`src/rtl/rf_wb_arbiter_pkg.sv`:
```
// rf_wb_arbiter_pkg: shared register-file widths, x0 index and arbiter state encodings
package rf_wb_arbiter_pkg;
  localparam int RF_ADDR_W = 5;
  localparam int RF_DATA_W = 32;
  localparam int RF_X0 = 0;
  typedef enum logic [1:0] {
    ST_IDLE  = 2'd0,
    ST_HOLD  = 2'd1,
    ST_FORCE = 2'd2
  } state_t;
endpackage

```
`src/rtl/rf_wb_arbiter_hold_buf.sv`:
```
// rf_wb_hold_buf: one-entry valid/rd/data buffer for the long-latency result
module rf_wb_hold_buf
  import rf_wb_arbiter_pkg::*;
#(
  parameter int ADDR_W = RF_ADDR_W,
  parameter int DATA_W = RF_DATA_W
) (
  input  logic              clock,
  input  logic              reset,
  input  logic              load,
  input  logic              drain,
  input  logic              cancel,
  input  logic [ADDR_W-1:0] load_rd,
  input  logic [DATA_W-1:0] load_data,
  output logic              valid,
  output logic [ADDR_W-1:0] rd,
  output logic [DATA_W-1:0] data
);
  // a refill wins over drain/cancel so back-to-back entries never leave a bubble
  always_ff @(posedge clock or posedge reset)
    if (reset) begin
      valid <= 1'b0;
      rd    <= '0;
      data  <= '0;
    end else if (load) begin
      valid <= 1'b1;
      rd    <= load_rd;
      data  <= load_data;
    end else if (drain || cancel) begin
      valid <= 1'b0;
    end
endmodule

```
`src/rtl/rf_wb_arbiter.sv`:
```
// rf_wb_arbiter: shares the reg_file write port between pipeline WB and the long-latency unit (optional RF_WB_BYPASS_EN adds byp_* outputs)
module rf_wb_arbiter
  import rf_wb_arbiter_pkg::*;
#(
  parameter int DATA_W       = RF_DATA_W,
  parameter int ADDR_W       = RF_ADDR_W,
  parameter int STARVE_LIMIT = 4
) (
  input  logic              clock,
  input  logic              reset,
  input  logic              pipe_valid,
  input  logic [ADDR_W-1:0] pipe_rd,
  input  logic [DATA_W-1:0] pipe_data,
  output logic              pipe_stall,
  input  logic              ll_valid,
  output logic              ll_ready,
  input  logic [ADDR_W-1:0] ll_rd,
  input  logic [DATA_W-1:0] ll_data,
  output logic              hold_valid,
  output logic [ADDR_W-1:0] hold_rd,
  output logic              rf_regwrite,
  output logic [ADDR_W-1:0] rf_write_reg,
`ifdef RF_WB_BYPASS_EN
  output logic              byp_valid,
  output logic [ADDR_W-1:0] byp_rd,
  output logic [DATA_W-1:0] byp_data,
`endif
  output logic [DATA_W-1:0] rf_write_data
);
  localparam int CW = $clog2(STARVE_LIMIT + 1);
  localparam logic [ADDR_W-1:0] X0 = ADDR_W'(RF_X0);
  localparam logic [CW-1:0] CNT_MAX = CW'(STARVE_LIMIT - 1);
  state_t state, next_state;
  logic [CW-1:0] wait_cnt, next_cnt;
  logic [DATA_W-1:0] hold_data;
  logic hold_sel, hold_cancel, ll_load;
  logic [ADDR_W-1:0] wr_rd;
  rf_wb_hold_buf #(.ADDR_W(ADDR_W), .DATA_W(DATA_W)) u_hold (
    .clock     (clock),
    .reset     (reset),
    .load      (ll_load),
    .drain     (hold_sel),
    .cancel    (hold_cancel),
    .load_rd   (ll_rd),
    .load_data (ll_data),
    .valid     (hold_valid),
    .rd        (hold_rd),
    .data      (hold_data)
  );
  // state and starvation counter registers
  always_ff @(posedge clock or posedge reset)
    if (reset) begin
      state    <= ST_IDLE;
      wait_cnt <= '0;
    end else begin
      state    <= next_state;
      wait_cnt <= next_cnt;
    end
  // next state: a drained/cancelled/forced entry returns to IDLE unless refilled in the same cycle
  always_comb begin
    next_state = state;
    next_cnt   = '0;
    case (state)
      ST_IDLE:  next_state = ll_load ? ST_HOLD : ST_IDLE;
      ST_HOLD:
        if (hold_sel || hold_cancel) next_state = ll_load ? ST_HOLD : ST_IDLE;
        else if (wait_cnt == CNT_MAX) next_state = ST_FORCE;
        else next_cnt = wait_cnt + 1'b1;
      ST_FORCE: next_state = ll_load ? ST_HOLD : ST_IDLE;
      default:  next_state = ST_IDLE;
    endcase
  end
  // outputs: hold entry takes the port when forced or when the pipe has nothing real to write
  always_comb begin
    hold_sel      = (state == ST_FORCE) || (state == ST_HOLD && (!pipe_valid || pipe_rd == X0));
    hold_cancel   = (state == ST_HOLD) && pipe_valid && pipe_rd != X0 && pipe_rd == hold_rd;
    ll_ready      = (state == ST_IDLE) || hold_sel || hold_cancel;
    ll_load       = ll_valid && ll_ready && ll_rd != X0;
    pipe_stall    = (state == ST_FORCE);
    wr_rd         = hold_sel ? hold_rd : pipe_rd;
    rf_write_reg  = wr_rd;
    rf_write_data = hold_sel ? hold_data : pipe_data;
    rf_regwrite   = !reset && (hold_sel || pipe_valid) && wr_rd != X0;
  end
`ifdef RF_WB_BYPASS_EN
  assign byp_valid = rf_regwrite;
  assign byp_rd    = rf_write_reg;
  assign byp_data  = rf_write_data;
`endif
endmodule

```
`config.mk`:
```
export PLATFORM = sky130hd
export DESIGN_NAME = rf_wb_arbiter
export DESIGN_NICKNAME = d
export VERILOG_FILES = /design/src/rtl/rf_wb_arbiter_pkg.sv /design/src/rtl/rf_wb_arbiter_hold_buf.sv /design/src/rtl/rf_wb_arbiter.sv
export SDC_FILE = /design/constraint.sdc
export NUM_CORES = 1
export LEC_CHECK = 0
export CORE_MARGIN = 2
export CORE_UTILIZATION = 43
export DETAILED_ROUTE_END_ITERATION = 12
export PLACE_DENSITY = 0.86
export RECOVER_POWER = 25
export SLEW_MARGIN = 0
export SYNTH_ARGS = -nofsm -noshare
export SYNTH_HDL_FRONTEND = slang
export SYNTH_SLANG_ARGS = --single-unit
```
`constraint.sdc`:
```
create_clock -name clock -period 3.5 [get_ports clock]
set_input_delay 0.7 -clock clock [delete_from_list [all_inputs] [get_ports clock]]
set_output_delay 0.7 -clock clock [all_outputs]
set_load 0.01 [all_outputs]
```
Word level (Yosys, flattened, before mapping) --
Index checks and enable logic that the tools add are counted.
Cells by class: $mul 0, reduce and logical (&&, ||, !) cells 23, shifts and indexed selects 0, add/subtract/negate cells 1, mux-type cells 11, equality and inequality tests 5, bitwise gates (word level) 0, $lt $le $gt $ge 0, div/mod/pow operators 0
Operator list (count):
- $mux W32 | 1
- $reduce_bool A5 Y1 | 3
- $mux W3 | 3
- $logic_and A1 B1 Y1 | 8
- $logic_or A1 B1 Y1 | 6
- $eq A5 B5 Y1 | 1
- $logic_not A5 Y1 | 1
- $mux W5 | 1
- $mux W2 | 2
- $pmux W2 S2 | 1
- $add A3 B1 Y3 const B | 1
- $eq A3 B2 Y1 const B | 1
- $mux W1 | 3
- $ne A3 B3 Y1 const B | 1
- $eq A2 B1 Y1 const B | 1
- $eq A2 B2 Y1 const B | 1
- $logic_not A1 Y1 | 2
- $logic_not A2 Y1 | 1
- $reduce_bool A2 Y1 | 1
- $reduce_or A2 Y1 | 1
Storage, ports and cells: ROM bits 0, output and inout bits 46, bits in latches 0, memory bits (writable) 0, register bits after elaboration 43, input port bits 78, memories 0, word-level logic and storage cells 45

Logic depth before layout (Yosys ltp) --
Gate-level depths: netlist of run 1.
depth after elaboration 11, depth in mapped cells 7, gate-level depth less buffers 5

Modules after synthesis --
From an unflattened synthesis of run 1, not the netlist that was laid out.
Unflattened totals: cell total of the unflattened synthesis 191, area, all modules 2626.3 um^2
By module, submodules not included:
- rf_wb_hold_buf | area each 1492.7 um^2, cells each 82, times used 1
- rf_wb_arbiter | area each 1133.6 um^2, cells each 109, times used 1

Worst setup path before layout of run 1 --
No wires, ideal clock.
kind input to output, start point in reset, end point out rf_regwrite, path buffers 0, arrival 2082 ps, slack 718 ps, stages on the path 3, cells stage by stage inv_1 o21ai_0 a21oi_1
Between the ends: longest elaborated chain between the ends 3
Ends and longest elaborated chain:
- from (decl) | RTL line rf_wb_arbiter.sv:10 | input logic reset,
- $logic_not A1 Y1 | RTL line rf_wb_arbiter.sv:83 | rf_regwrite = !reset && (hold_sel || pipe_valid) && wr_rd != X0;
- $logic_and A1 B1 Y1 (2 in series) | RTL line rf_wb_arbiter.sv:83
- to (decl) | RTL line rf_wb_arbiter.sv:21 | output logic rf_regwrite,
No other way between the ends.

Worst setup path in the final report of run 1 --
start point in pipe_valid, end point out rf_write_data[19]
Between the ends: longest elaborated chain between the ends 5
Ends and longest elaborated chain:
- from (decl) | RTL line rf_wb_arbiter.sv:11 | input logic pipe_valid,
- $logic_not A1 Y1 | RTL line rf_wb_arbiter.sv:75 | hold_sel = (state == ST_FORCE) || (state == ST_HOLD && (!pipe_valid || pipe_rd == X0));
- $logic_or A1 B1 Y1 | RTL line rf_wb_arbiter.sv:75
- $logic_and A1 B1 Y1 | RTL line rf_wb_arbiter.sv:75
- $logic_or A1 B1 Y1 | RTL line rf_wb_arbiter.sv:75
- $mux W32 | RTL line rf_wb_arbiter.sv:82 | rf_write_data = hold_sel ? hold_data : pipe_data;
- to (decl) | RTL line rf_wb_arbiter.sv:28 | output logic [DATA_W-1:0] rf_write_data
No other way between the ends.

==> results of run 1 <==
[through the flow]
step	util, %	power [uW]	setup TNS (ps)	hold WS (ps)	cell area [sq um]
after floorplan	-	916	0	418	2400
after global placement	70.2	1210	-24.2	429	3820
after detailed placement	70.2	1220	-40.6	440	3820
after CTS	72.1	1570	0	453	3920
after global routing	72.9	1630	0	467	3960
final	72.9	1540	0	455	3960
[worst max-delay path: stages]
cell and delay (ps):
clkdlybuf4s50_1 490, nor2_1 60, a21o_1 220, a21oi_4 220, buf_12 180, mux2_2 340, clkdlybuf4s50_1 480
[final timing paths]
kind,endpoint,start,cells past startpoint,slack [ps]
max in group asynchronous,u_hold.rd[1]$_DFFE_PP0P_,reset,3,520
worst max-delay path,rf_write_data[19],pipe_valid,7,90
worst min-delay path,wait_cnt[0]$_DFF_PP0_,wait_cnt[0]$_DFF_PP0_,1,450
worst max register to register,u_hold.data[24]$_DFFE_PP0P_,state[1]$_DFFE_PP0P_,6,1140
min in group asynchronous,u_hold.rd[4]$_DFFE_PP0P_,reset,3,1710
worst min register to register,wait_cnt[0]$_DFF_PP0_,wait_cnt[0]$_DFF_PP0_,1,450
[sequential cells by signal, indices dropped and copies added, names as in the netlist]
register      cells
u_hold.rd         5
wait_cnt          3
state             2
u_hold.valid      1
u_hold.data      32
[placed cells by master, fill, tap and decap left out, types with 2 or more instances in the layout]
master	count
a21oi_1	4
xnor2_1	4
o21ai_0	2
inv_1	4
buf_12	3
clkdlybuf4s50_1	109
a211oi_1	2
nand3_1	2
a21oi_4	2
dlymetal6s2s_1	11
nand2_1	2
dfrtp_1	43
o22ai_1	2
clkbuf_8	7
dlygate4sd2_1	2
a31oi_1	3
mux2_2	61
nand3b_1	2
clkbuf_1	2
a31o_2	2
buf_4	12
nor2b_1	5
mux2i_1	4
nor2_1	5
a21o_1	2
mux2_4	7
nor3_1	2
[logic make-up after synthesis]
family,Yosys count,synth area share (%)
xor+xnor,5,1.82
simple gates,27,6.56
fa+ha+maj,1,0.521
buf+inv,14,3.12
compound gates,24,8.54
flops,43,44.8
mux,72,34.6
[layout make-up]
type / count / area (sq um) / area share (%)
multi-input combinational: 129 / 1270 / 32.0
inverter: 4 / 15.0 / 0.379
timing repair buffer: 139 / 1410 / 35.6
clock buffer: 8 / 100 / 2.53
sequential: 43 / 1080 / 27.2
tap: 72 / 90.1 / 2.27
antenna: 1 / 2.50 / 0.0632
[timing repair]
item | 4_1_cts | 5_1_grt
endpoints found under the hold margin | 0 | 0
buffers inserted | 0 | 2
gates resized for setup | 3 | 11
hold buffers | 0 | 0
gates cloned | 0 | 0
endpoints found under the setup margin | 25 | 31
pin swaps | 1 | 2
[report_power, final]
part           total, uW  switching [uW]  internal [uW]
clock network        336             156            180
registers            630            54.2            576
logic                573             201            372
[metal layers]
metal | up-vias | global-route usage [%] | part of all wire (%)
met5 | - | 0 | 0
met2 | 85 | 34.4 | 50
met3 | 7 | 6.48 | 7.6
met1 | 943 | 23.7 | 41
met4 | 0 | 5.79 | 1.3
li1 | 956 | - | -
==> impl_results.md, run 1 <==
* Ranking of synthesized cells by area: dfrtp_1 (45%), mux2_2 (29%), mux2_4 (4.4%)
* Failing checks: capacitance limit, slew limit
* Hold/Removal Path Class: reg -> reg
* I/O Buffers at 123
* DR iter-0 viols at 33
* Core Area at 5440 sq um
* Mapped cell area at 2400 sq um
* Vias in the first global route at 2094
* Max capacitance violation total at 1
* Layout cell share with drive strength beyond 1 at 31.0%
* Initial antenna violation count at 1
* First-pass GRT wire length at a little under 10000 um
* Count of yosys warnings during synthesis at 0
* Syn Nets at 265
* Synth cell count leaders: mux2_2 (61), dfrtp_1 (43), mux2_4 (7)
* FP Rows at 27
* Synth area leader: dfrtp_1
* TritonCTS Buffers at 5
* Skew final at 6.16 ps
* Final WL at 5910 um
* Initial DRT Pass Iterations at 4
* Max_slew headroom at -49.2%
* Die H at 78.7 um
* CP Class: in -> out
* DP Wirelength at 4600 um
* Max Root-Sink Buffers at 2
* CTS tree: built
* Sequential element share of the synthesized area at 44.8%
* Die area at 6200 sq um
* CP Max Fanout at 17
* Die Width at 78.7 um
* Most frequent cell after synthesis: mux2_2
* Crit end category: output port
* Status: finished, violations left
* Final hold viol count at 0
* IO Pins at 124
* Remaining antenna violation count at 0
* Clock root buffer master: clkbuf_8
* Fin. max-slew vios at 44
* RSZ-0062 raised after global routing: no
* Gr usage total at 19.9%
* Count of different cell masters after synthesis at 38
* Largest net degree at the start of global routing at 44
* CP Launch Type: input port
* Area grow syn2layout at 64.9%
* Post-Syn Area per Cell at ~13 sq um
* DRC Markers at 0
* Final setup margin at roughly 90 ps
* Crit path DAT at 2710 ps
* CTS clk-pin slew, worst paths at 80 ps
* Layout Nets at 401
* Post-placement cell count at 385
* GRT Residual Overflow at 0
* Leak pwr at 0.00170 uW
* Number of synthesized flops with an enable pin at 0
* Number of synthesized register bits at 43
* Routed vias at 1991
* Fill cell count at 397
* Endpoints failing setup at 0
* Fin crit share at between 90% and 100%
* Power per cell area at 388 nW/um^2
* Top_reg_cell synth: dfrtp_1
* Slew @ Worst Pin at 2240 ps
* Fin cells at 396
* Clk_lat worst skew at 290 ps
* Synth top area share at 44.8%
* Post-Synthesis Cells at 186
* Initial core utilization at 44.2%
* Routability congestion estimate at 0.839
* Tmin final at 3410 ps
* Routed WL per cell at 14.9 um
* WP data required at 2800 ps
* Clock Sinks at 43
* Pre-CTS WS at -27.7 ps
* Post-synth ARST share at 100%
* Worst VDD drop at roughly 260 uV
* Fmax at 0.293 GHz
* H-tree depth at 2
* Via density per instance at 5.03
No activity file was read; power rests on OpenSTA's default activity.
==> run 2, diff against run 1 <==
Settings changed: CAP_MARGIN set to 20.
==> results of run 2 <==
Same layout as run 1: the final DEF is identical, and so are final timing and power.
